===== src/rtl/uart_tx_framed.sv =====
// uart_tx_framed: FIFO-buffered UART transmitter, configurable data/stop bits; define UART_TX_PARITY_EN for a per-word parity bit
module uart_tx_framed #(
  parameter int CLOCK_FREQUENCY = 12_000_000,
  parameter int BAUD_RATE       = 115200,
  parameter int DATA_BITS       = 8,
  parameter int STOP_BITS       = 1,
  parameter int FIFO_DEPTH      = 4
) (
  input  logic                          i_clk,
  input  logic                          i_rst,
  input  logic                          i_tx_valid,
  output logic                          o_tx_ready,
  input  logic [DATA_BITS-1:0]          i_tx_data,
`ifdef UART_TX_PARITY_EN
  input  logic                          i_parity_odd,
`endif
  output logic                          o_uart_tx,
  output logic                          o_uart_busy,
  output logic [$clog2(FIFO_DEPTH):0]   o_fifo_level
);
  localparam int CPB = CLOCK_FREQUENCY / BAUD_RATE;
  localparam int BW  = (CPB > 1) ? $clog2(CPB) : 1;
  localparam int AW  = $clog2(FIFO_DEPTH);
  localparam int LW  = AW + 1;
  typedef enum logic [2:0] {IDLE, START, DATA, PARITY, STOP} state_t;
`ifdef UART_TX_PARITY_EN
  localparam int FW = DATA_BITS + 1;
  localparam state_t AFTER_DATA = PARITY;
`else
  localparam int FW = DATA_BITS;
  localparam state_t AFTER_DATA = STOP;
`endif
  state_t state, next;
  logic [FW-1:0] mem [FIFO_DEPTH];
  logic [FW-1:0] wdata, head;
  logic [AW-1:0] wr_ptr, rd_ptr;
  logic [LW-1:0] level;
  logic [BW-1:0] baud;
  logic [3:0] bit_cnt;
  logic [DATA_BITS-1:0] shreg;
  logic push, pop, baud_end, empty, tx_d;
`ifdef UART_TX_PARITY_EN
  logic par;
  assign wdata = {i_parity_odd, i_tx_data};
`else
  assign wdata = i_tx_data;
`endif
  assign head         = mem[rd_ptr];
  assign empty        = level == '0;
  assign o_tx_ready   = level != LW'(FIFO_DEPTH);
  assign o_fifo_level = level;
  assign o_uart_busy  = state != IDLE || !empty;
  assign push         = i_tx_valid && o_tx_ready;
  assign pop          = (state == IDLE || state == STOP) && next == START;
  assign baud_end     = baud == BW'(CPB - 1);
  always_ff @(posedge i_clk) begin
    if (i_rst) begin
      wr_ptr <= '0;
      rd_ptr <= '0;
      level  <= '0;
    end else begin
      if (push) wr_ptr <= wr_ptr + AW'(1);
      if (pop) rd_ptr <= rd_ptr + AW'(1);
      level <= level + LW'(push) - LW'(pop);
    end
  end
  always_ff @(posedge i_clk) begin
    if (push) mem[wr_ptr] <= wdata;
  end
  always_ff @(posedge i_clk) begin
    if (i_rst) state <= IDLE;
    else state <= next;
  end
  always_comb begin
    next = state;
    case (state)
      IDLE:    next = empty ? IDLE : START;
      START:   next = baud_end ? DATA : START;
      DATA:    next = (baud_end && bit_cnt == 4'(DATA_BITS - 1)) ? AFTER_DATA : DATA;
`ifdef UART_TX_PARITY_EN
      PARITY:  next = baud_end ? STOP : PARITY;
`endif
      STOP:    next = (baud_end && bit_cnt == 4'(STOP_BITS - 1)) ? (empty ? IDLE : START) : STOP;
      default: next = IDLE;
    endcase
  end
  always_comb begin
    tx_d = (state == START) ? 1'b0 : (state == DATA) ? shreg[0] : 1'b1;
`ifdef UART_TX_PARITY_EN
    if (state == PARITY) tx_d = par;
`endif
  end
  // bit_cnt counts data bits in DATA and stop bits in STOP; both counters restart on every state change
  always_ff @(posedge i_clk) begin
    if (i_rst) begin
      baud      <= '0;
      bit_cnt   <= '0;
      o_uart_tx <= 1'b1;
    end else begin
      baud      <= (state == IDLE || baud_end || state != next) ? '0 : baud + BW'(1);
      bit_cnt   <= (state != next) ? '0 : bit_cnt + 4'(baud_end && (state == DATA || state == STOP));
      o_uart_tx <= tx_d;
    end
  end
  always_ff @(posedge i_clk) begin
    if (pop) shreg <= head[DATA_BITS-1:0];
    else if (state == DATA && baud_end) shreg <= shreg >> 1;
`ifdef UART_TX_PARITY_EN
    if (pop) par <= ^head[DATA_BITS-1:0] ^ head[DATA_BITS];
`endif
  end
endmodule


===== config.mk =====
export PLATFORM = sky130hd
export DESIGN_NAME = uart_tx_framed
export DESIGN_NICKNAME = d
export VERILOG_FILES = /design/src/rtl/uart_tx_framed.sv
export SDC_FILE = /design/constraint.sdc
export NUM_CORES = 1
export LEC_CHECK = 0
export BUFFER_PORTS_ARGS = -buffer_cell sky130_fd_sc_hd__clkbuf_2
export CAP_MARGIN = 20
export CORE_MARGIN = 2
export CORE_UTILIZATION = 54
export DETAILED_ROUTE_END_ITERATION = 12
export PLACE_DENSITY = 0.82
export REMOVE_ABC_BUFFERS = 1
export SETUP_SLACK_MARGIN = 0.02
export SLEW_MARGIN = 30
export SYNTH_ARGS = -nofsm -noshare
export SYNTH_HDL_FRONTEND = slang
export SYNTH_SLANG_ARGS = --single-unit

===== constraint.sdc =====
create_clock -name i_clk -period 2.64 [get_ports i_clk]
set_clock_uncertainty 0.05 [all_clocks]
set_input_delay 0.132 -clock i_clk [delete_from_list [all_inputs] [get_ports i_clk]]
set_output_delay 0.132 -clock i_clk [all_outputs]
set_load 0.005 [all_outputs]

# Word-level counts from Yosys, hierarchy flattened
# Memories as Yosys holds them, arrays and structs flattened. A register that Yosys moved wholly into a read port is not among the register bits.
# Cells that the tools add are included.
# totals
register_bits	30
mem_bits_rw	32
input_bits	11
output_inout_bits	6
wordCells	55
memories	1
# mem_list
name	depth	word_bits	read_ports	rd_ports_with_merged_regs	write_ports	line_no	rtl
mem	4	8	1	1	1	34	logic [FW-1:0] mem [FIFO_DEPTH];
# op_classes
addsub	6
eq_ne	8
muxes	13
n_reduce_logical	19
# op_table
op	n
8-bit 2-to-1 mux	2
3-bit one-hot mux with 4 select lines	1
7-bit by 1-bit adder with 7-bit output (second input constant)	1
7-bit == test (second input constant)	1
3-bit by 1-bit == test with 1-bit output (second input constant)	2
1-bit logical AND	6
3-bit zero test	2
2-bit 2-to-1 mux	3
3-bit 2-to-1 mux	2
1-bit logical OR	5
1-bit 2-to-1 mux	5
2-bit by 1-bit adder with 2-bit output (second input constant)	2
4-bit by 1-bit adder with 4-bit output	1
4-bit by 3-bit == test with 1-bit output (second input constant)	1
4-bit zero test	1
2-bit OR reduction	2
3-bit by 1-bit adder with 3-bit output	1
3-bit by 2-bit == test with 1-bit output (second input constant)	1
3-bit == test (second input constant)	1
3-bit != test	1
3-bit != test (second input constant)	1
3-bit nonzero test	1
3-bit by 1-bit subtractor with 3-bit output	1
2-bit nonzero test	1
1-bit zero test	1

# Logic depth before layout (Yosys ltp)
# Gate-level depths: netlist of the first run.
# depth
word_depth	8
depth_mapped	12
ltp_nobuf	11

# Least setup slack after synthesis of the first run
# OpenSTA, ideal clock, no wires.
# synth_path
path_type	flip-flop to flip-flop
from	register baud[0]
to	register level[2] (netlist: o_fifo_level[2])
setup_time_ps	128
arrival_ps	2363
required_time_ps	2462
setup_slack_ps	99
path_stages_with_launch	13
path_buffers	1
synth_period_minus_slack_ps	2541
cell_sequence	dfxtp_1 ha_1 and2_1 a31oi_2 nor2_4 buf_6 ha_1 inv_1 ha_1 fa_1 xnor2_1 xnor2_1 nor2_1
# synth_via
elab_chain_cells	7
word_cells_on_any_way	10
classes_between	1 x add/sub; 2 x eq/ne; 4 x mux; 3 x reduce/logical
# synth_rtl
item	line_no	rtl
start, declared	38	logic [BW-1:0] baud;
start signal, assigned	100	baud <= (state == IDLE || baud_end || state != next) ? '0 : baud + BW'(1);
7-bit == test (*)	55	assign baud_end = baud == BW'(CPB - 1);
1-bit logical AND, on equally long branches	83, 79	
3-bit 2-to-1 mux, on equally long branches	83, 79	
3-bit one-hot mux with 4 select lines (*)	76	case (state)
3-bit by 1-bit == test with 1-bit output (*)	54	assign pop = (state == IDLE || state == STOP) && next == START;
1-bit logical AND (*)	54	
3-bit by 1-bit subtractor with 3-bit output (*)	64	level <= level + LW'(push) - LW'(pop);
end signal, assigned	64	
end, declared	37	logic [LW-1:0] level;
# Every way passes the cells marked *; elsewhere a longest branch is shown, timed or not.
# A chain may end at the register's enable or synchronous reset.

# Worst setup path in the final report of the first run
# Ends and elaborated chain as after synthesis.

==> results of run 1 <==
==> synth_stat cells, types with 2 or more instances <==
library cell / instances / area [µm²]
sky130_fd_sc_hd__o211ai_1: 2 / 15.0
sky130_fd_sc_hd__nand2_1: 8 / 30.0
sky130_fd_sc_hd__a21oi_1: 3 / 15.0
sky130_fd_sc_hd__ha_1: 9 / 113
sky130_fd_sc_hd__and3_1: 6 / 37.5
sky130_fd_sc_hd__xor2_1: 6 / 52.6
sky130_fd_sc_hd__nor2b_1: 2 / 12.5
sky130_fd_sc_hd__xnor2_1: 5 / 43.8
sky130_fd_sc_hd__or3_4: 2 / 22.5
sky130_fd_sc_hd__nor3b_1: 2 / 15.0
sky130_fd_sc_hd__dfxtp_1: 24 / 480
sky130_fd_sc_hd__mux2_1: 5 / 56.3
sky130_fd_sc_hd__o31ai_1: 2 / 15.0
sky130_fd_sc_hd__clkbuf_1: 2 / 7.51
sky130_fd_sc_hd__a211oi_1: 2 / 15.0
sky130_fd_sc_hd__nor3_1: 9 / 45.0
sky130_fd_sc_hd__nand3_1: 5 / 25.0
sky130_fd_sc_hd__inv_1: 11 / 41.3
sky130_fd_sc_hd__mux4_2: 8 / 180
sky130_fd_sc_hd__mux2_2: 4 / 45.0
sky130_fd_sc_hd__and2_1: 4 / 25.0
sky130_fd_sc_hd__nor2_1: 6 / 22.5
sky130_fd_sc_hd__buf_6: 3 / 33.8
sky130_fd_sc_hd__edfxtp_1: 40 / 1200
==> worst max-delay path by stage <==
stage                      end  slack (ps)  cells past startpoint
3_5_place_dp   o_fifo_level[2]         160                     11
4_1_cts        o_fifo_level[2]         120                     11
3_3_place_gp   o_fifo_level[2]         200                     11
2_1_floorplan  o_fifo_level[2]         190                     11
6_report       o_fifo_level[2]         200                     11
5_1_grt        o_fifo_level[2]          40                     10
==> sequential cells by signal (all words and copies together) (netlist names), named ones only <==
name and cells:
shreg 8, mem 32, bit_cnt 4, o_uart_tx 1
baud 7, o_fifo_level 3, rd_ptr 2, state 3
wr_ptr 2
==> worst max-delay path: cells and delay by family (launching register included) <==
| kind | cells | cell delay, ps |
|---|---|---|
| fa+ha+maj | 4 | 1090 |
| flops | 1 | 340 |
| xor+xnor | 2 | 290 |
| simple gates | 3 | 280 |
| compound gates | 1 | 230 |
| buf+inv | 1 | 40 |
==> power by group <==
group	switching [W]	internal (W)	leakage [nW]	total [W]
sequential	0.000124	0.00129	0.565	0.00141
clock	0.000384	0.000536	0.107	0.000920
combinational	0.000327	0.000388	0.495	0.000714
==> cells by family (layout without fill, tap and decap cells) <==
| kind of cell | after synthesis | after routing | share of synthesized area [%] |
|---|---|---|---|
| AO/OA/AOI/OAI | 17 | 17 | 4.93 |
| XOR/XNOR | 11 | 11 | 3.48 |
| adder cells (fa/ha/maj) | 10 | 10 | 4.79 |
| buffers and inverters | 19 | 54 | 3.57 |
| flip-flops | 64 | 64 | 60.8 |
| multiplexers | 17 | 17 | 10.2 |
| AND/OR/NAND/NOR | 54 | 54 | 12.3 |
==> timing repair <==
action | in CTS | in global routing
endpoints found under the hold margin | 32 | 0
resized for setup | 0 | 5
setup endpoints to repair | 0 | 1
hold buffers | 8 | 0
==> metal layers <==
metal / track usage (%) / up-vias / wire length (µm)
li1: - / 785 / -
met1: 24.4 / 819 / 1990
met2: 27.8 / 45 / 2250
met3: 5.56 / 8 / 214
met4: 5.85 / 0 / 67
met5: 0 / - / 0
==> per-stage QoR <==
step / power (W) / instances
CTS: 0.00305 / 297
global placement: 0.00210 / 273
detailed placement: 0.00212 / 273
global route: 0.00322 / 297
floorplan: 0.00191 / 184
finish: 0.00305 / 297
==> cells in the final DEF (no fill, tap or decap), types with 5 or more instances in the layout <==
cell type                       count
sky130_fd_sc_hd__nor2_1             6
sky130_fd_sc_hd__clkbuf_8           9
sky130_fd_sc_hd__mux4_2             8
sky130_fd_sc_hd__nor3_1             9
sky130_fd_sc_hd__edfxtp_1          40
sky130_fd_sc_hd__clkbuf_2          16
sky130_fd_sc_hd__xor2_1             6
sky130_fd_sc_hd__dfxtp_1           24
sky130_fd_sc_hd__ha_1               9
sky130_fd_sc_hd__nand3_1            5
sky130_fd_sc_hd__mux2_1             5
sky130_fd_sc_hd__inv_1             11
sky130_fd_sc_hd__and3_1             6
sky130_fd_sc_hd__dlygate4sd3_1      8
sky130_fd_sc_hd__nand2_1            8
==> cell type report <==
| type | instances | area (µm²) | area share, % |
|---|---|---|---|
| Clock inverter | 6 | 93.8 | 2.91 |
| Multi-Input combinational cell | 109 | 1010 | 31.3 |
| Timing Repair Buffer | 27 | 183 | 5.67 |
| Clock buffer | 10 | 128 | 3.96 |
| Inverter | 11 | 41.3 | 1.28 |
| Tap cell | 70 | 87.6 | 2.72 |
| Sequential cell | 64 | 1680 | 52.2 |
==> results.md, run 1 <==
- Finished Cell Area: 3220 µm²
- Vertical extent of the die: 75.6 µm
- Max_cap viols: 0
- Post-CTS setup repair buffer count: 0
- Worst Hold Path EP: o_fifo_level[1]
- Final critical-path setup slack: 197 ps
- Hold WS: 132 ps
- Number of fill cells in the layout: 371
- Final period demand of the worst path: 2440 ps
- Total power per unit cell area: 946 nW/µm²
- Top fanout value on the critical path: 6
- Synthesis-to-finish area growth: 16.5%
- Cell area after technology mapping: 2770 µm²
- Pins over their slew limit: 0
- Total number of yosys warnings: 0
- Total number of vias: 1657
- Cells on Worst Hold Path: 2
- Detailed Route Iter0 Violations: 120
- Max-slew headroom at the worst pin: 49.6%
- R2r endpoint: o_fifo_level[2]
- Status: finished, final reports clean
- TritonCTS clock tree: built
- Number of global-route vias before repair: 1548
- Grt total ovfl: 0
- Maximum operating frequency: 409 MHz
- Reg-to-Reg Start: baud[0]
- Cell Rows: 26
- Chip width: 75.6 µm
- Detail-routed net length per standard cell: 15.2 µm
- Total inserted antenna cells: 0
- Post-placement cell area: 2900 µm²
- Critical Path, Cell by Cell: ha_1 -> and2_4 -> a31oi_4 -> nor2_4 -> ha_1 -> inv_1 -> ha_1 -> fa_1 -> xnor2_2 -> xnor2_1 -> nor2_1
- Unrepaired setup endpoints after global routing: no
- Detailed placer's ending HPWL: 2890 µm
- Startpoint of the most critical hold path: i_rst
- Overall track demand over capacity in global routing: 17.9%
- Global-route wire length before repair: 7380 µm
- CTS clk-pin slew, worst paths: 70 ps
- Via-to-Cell Ratio: 5.58
- Arrival time worst endpoint: 2610 ps
- Startpoint of the worst setup timing path: baud[0]
- Least-Margin Pin Slew: 750 ps
- H-tree depth: 3
- Initial antenna violation count: 0
- Net count, final: 243
- Worst min-delay path category: input pin to flop
- Kind of end point of the critical path: flop
- Fin Setup TNS: 0 ps
- Routability cong.: 0.850
- Routed Wire Length: 4520 µm
- Number of distinct standard cells referenced by the synthesized netlist: 46
- Pre-CTS setup slack: 164 ps
- Clock Sink Count: 64
- Initial Util: 55.2%
- Clock root cell: sky130_fd_sc_hd__clkbuf_8
- EDFF count, synth: 40
- CP Launch Type: flop
- Number of buffer cells added on primary ports: 16
- Worst-case vdd ir drop: 0.000539 V
- Worst-case clock buffer depth: 2
- Utilization after layout: 64.3%
- Most used cell along the critical path: sky130_fd_sc_hd__ha_1
- Final-report hold violation count: 0
- Layout cells sized above 1: 25.6%
- Data required time of the critical path: 2800 ps
- Die area: 5710 µm²
- Critical path class: flop to flop
- Gate count after technology mapping: 192
- Top FF cell, synth: sky130_fd_sc_hd__edfxtp_1
- Number of nets with antenna violations after detailed routing: 0
- Number of register bits inferred by synthesis: 64
- Num CTS Buffers: 9
- Std-Cell Core Area: 5010 µm²
- Share of the clock period used by the worst path after layout: 92.6%
- Number of setup violations in the final report: 0
- Count of unresolved DRC violations after routing: 0
- Largest net degree at the start of global routing: 15
- CP max stage cell: sky130_fd_sc_hd__fa_1
- Delay of the slowest cell on the worst path: 400 ps
- Count of pins on the block boundary: 17
- Worst reg2reg setup slack: 200 ps
- Post-synthesis average cell area: 14.4 µm²
- Cell count of the worst reg-to-reg path: 11
- Leakage power figure: 1.17 nW
- Worst-Skew Late Latency: 340 ps
- Async SR Flop Fraction: 0%
- Fraction of the yosys area taken by sequential cells: 60.8%
- Count of TritonRoute iterations in the first routing pass: 4
Note: power is estimated with default switching activity, not from simulation.
==> run 2, diff against run 1 <==
--- a/config.mk
+++ b/config.mk
@@ -8,9 +8,9 @@
 export BUFFER_PORTS_ARGS = -buffer_cell sky130_fd_sc_hd__clkbuf_2
 export CAP_MARGIN = 20
 export CORE_MARGIN = 2
-export CORE_UTILIZATION = 54
+export CORE_UTILIZATION = 59
 export DETAILED_ROUTE_END_ITERATION = 12
-export PLACE_DENSITY = 0.82
+export PLACE_DENSITY = 0.85
 export REMOVE_ABC_BUFFERS = 1
 export SETUP_SLACK_MARGIN = 0.02
 export SLEW_MARGIN = 30
==> constraint.sdc (replaced) <==
create_clock -name i_clk -period 2.8 [get_ports i_clk]
set_clock_uncertainty 0.05 [all_clocks]
set_input_delay 0.14 -clock i_clk [delete_from_list [all_inputs] [get_ports i_clk]]
set_output_delay 0.14 -clock i_clk [all_outputs]
set_load 0.005 [all_outputs]
==> results.md, run 2 (synthesized netlist as in run 1, its figures left out) <==
- Worst-case clock buffer depth: 2 (unchanged)
- Final-report hold violation count: 0 (unchanged)
- Routed Wire Length: 4750 µm (was 4520 µm)
- Detailed placer's ending HPWL: 3160 µm (was 2890 µm)
- Number of flip-flops in the largest register: 32 (unchanged)
- H-tree depth: 3 (unchanged)
- Detailed Route Iter0 Violations: 116 (was 120)
- Worst-case vdd ir drop: 0.000656 V (was 0.000539 V)
- Most common cell after layout, fill and taps aside: sky130_fd_sc_hd__edfxtp_1 (unchanged)
- Fin Setup TNS: 0 ps (unchanged)
- Number of placed cells counting well taps: 255 (was 273)
- Synthesis-to-finish area growth: 14.4% (was 16.5%)
- Flip-flop and latch area: 1680 µm² (unchanged)
- Chip width: 72.5 µm (was 75.6 µm)
- Die area: 5250 µm² (was 5710 µm²)
- Unrepaired setup endpoints after global routing: no (unchanged)
- Worst reg2reg setup slack: 220 ps (was 200 ps)
- Total inserted antenna cells: 0 (unchanged)
- Number of fill cells in the layout: 290 (was 371)
- Register ranked first by flip-flop count: mem (unchanged)
- Leakage power figure: 1.15 nW (was 1.17 nW)
- Global-route wire length before repair: 7980 µm (was 7380 µm)
- Number of buffer cells added on primary ports: 16 (unchanged)
- Max-slew headroom at the worst pin: 54.3% (was 49.6%)
- Routability cong.: 0.835 (was 0.850)
- Status: finished, final reports clean (unchanged)
- Share of the clock period used by the worst path after layout: 92.2% (was 92.6%)
- CTS clk-pin slew, worst paths: 70 ps (about the same)
- Startpoint of the worst setup timing path: baud[0] (unchanged)
- Number of global-route vias before repair: 1576 (was 1548)
- Data required time of the critical path: 2970 ps (was 2800 ps)
- Cell Rows: 24 (was 26)
- Total number of vias: 1607 (was 1657)
- Worst-Skew Late Latency: 340 ps (about the same)
- Overall track demand over capacity in global routing: 21.0% (was 17.9%)
- Number of nets with antenna violations after detailed routing: 0 (unchanged)
- Initial Util: 62.2% (was 55.2%)
- Post-CTS setup repair buffer count: 0 (unchanged)
- Maximum operating frequency: 387 MHz (was 409 MHz)
- Detail-routed net length per standard cell: 17.2 µm (was 15.2 µm)
- Count of TritonRoute iterations in the first routing pass: 4 (unchanged)
- Top fanout value on the critical path: 6 (unchanged)
- Grt met1 use: 29.1% (was 24.4%)
- Initial antenna violation count: 0 (unchanged)
- Count of unresolved DRC violations after routing: 0 (unchanged)
- Via-to-Cell Ratio: 5.80 (was 5.58)
- Arrival time worst endpoint: 2750 ps (was 2610 ps)
- Num CTS Buffers: 9 (unchanged)
- Count of pins on the block boundary: 17 (unchanged)
- Reg-to-Reg Start: baud[0] (unchanged)
- Pins over their slew limit: 0 (unchanged)
- GR Util met3: 5.00% (was 5.56%)
- Startpoint of the most critical hold path: i_tx_data[6] (was i_rst)
- Final period demand of the worst path: 2580 ps (was 2440 ps)
- Critical path class: flop to flop (unchanged)
- CP Launch Type: flop (unchanged)
- Total Power: 0.00286 W (was 0.00305 W)
- GRT busiest layer: met2 (unchanged)
- Std-Cell Core Area: 4440 µm² (was 5010 µm²)
- Met2 track utilization from global routing: 32.0% (was 27.8%)
- TritonCTS clock tree: built (unchanged)
- Max_cap viols: 0 (unchanged)
- Clock root cell: sky130_fd_sc_hd__clkbuf_8 (unchanged)
- Grt total ovfl: 0 (unchanged)
- Least-Margin Pin Slew: 680 ps (was 750 ps)
- Utilization after layout: 71.2% (was 64.3%)
- Layout cells sized above 1: 24.0% (was 25.6%)
- Hold WS: 30.3 ps (was 132 ps)
- Largest net degree at the start of global routing: 15 (unchanged)
- Net count, final: 242 (was 243)
- Kind of end point of the critical path: flop (unchanged)
- Footprint of the multi-input gates: 995 µm² (was 1010 µm²)
- Number of setup violations in the final report: 0 (unchanged)
- Worst min-delay path category: input pin to flop (unchanged)
- Commonest non-fill, non-tap cells in the layout: sky130_fd_sc_hd__edfxtp_1 (40), sky130_fd_sc_hd__dfxtp_1 (24), sky130_fd_sc_hd__clkbuf_2 (16), sky130_fd_sc_hd__inv_1 (11) (unchanged)
- Largest registers: mem: 32 flops, shreg: 8 flops, baud: 7 flops (unchanged)
- Non-filler instance count after layout: 277 (was 297)
- Total power per unit cell area: 904 nW/µm² (was 946 nW/µm²)
- Clock Sink Count: 64 (unchanged)
- Vertical extent of the die: 72.5 µm (was 75.6 µm)
[run 2: changes by cell type in the layout (fill, tap and decap cells not counted), sizes merged]
| cell | previous run | this run |
|---|---|---|
| clkbuf | 26 | 25 |
| dlygate4sd3 | 8 | 7 |
[run 2: through the flow]
step                setup WS (ps)  area (µm²)
detailed placement            280        2880
global placement              363        2880
finish                        219        3160
global route                 81.5        3160
CTS                           248        3160
floorplan                     352        2710
[run 2: worst paths after layout]
path,end,cells past startpoint
max reg2reg,o_fifo_level[2],11
min reg2reg,flop,2
max,o_fifo_level[2],11
min,mem[1][6],1
[run 2: layout make-up]
class	instances	share of cell area (%)
Sequential cell	64	53.1
Multi-Input combinational cell	109	31.4
Inverter	11	1.30
Timing Repair Buffer	26	5.46
Clock buffer	9	3.91
Clock inverter	6	2.69
Tap cell	52	2.06
[run 2: per-layer routing]
metal	share of wire, %	vias up
li1	-	782
met1	45	782
met2	48	35
met3	4.7	8
met4	1.7	0
met5	0	-
[run 2: repair_timing]
item,4_1_cts,5_1_grt
setup endpoints to repair,0,1
gates resized for setup,0,1
hold buffers,7,0
endpoints found under the hold margin,28,0
[run 2: critical path: stages, from the launching register on]
cell	delay, ps
sky130_fd_sc_hd__dfxtp_1	340
sky130_fd_sc_hd__ha_1	240
sky130_fd_sc_hd__and2_1	230
sky130_fd_sc_hd__a31oi_4	240
sky130_fd_sc_hd__nor2_4	50
sky130_fd_sc_hd__ha_1	270
sky130_fd_sc_hd__inv_1	40
sky130_fd_sc_hd__ha_1	180
sky130_fd_sc_hd__fa_1	400
sky130_fd_sc_hd__xnor2_1	210
sky130_fd_sc_hd__xnor2_1	150
sky130_fd_sc_hd__nor2_1	60
[run 2: report_power, final]
part	leakage, nW	internal (W)	total, W	switching (W)
clock network	0.103	0.000493	0.000848	0.000355
logic	0.482	0.000356	0.000679	0.000323
registers	0.565	0.00121	0.00133	0.000118
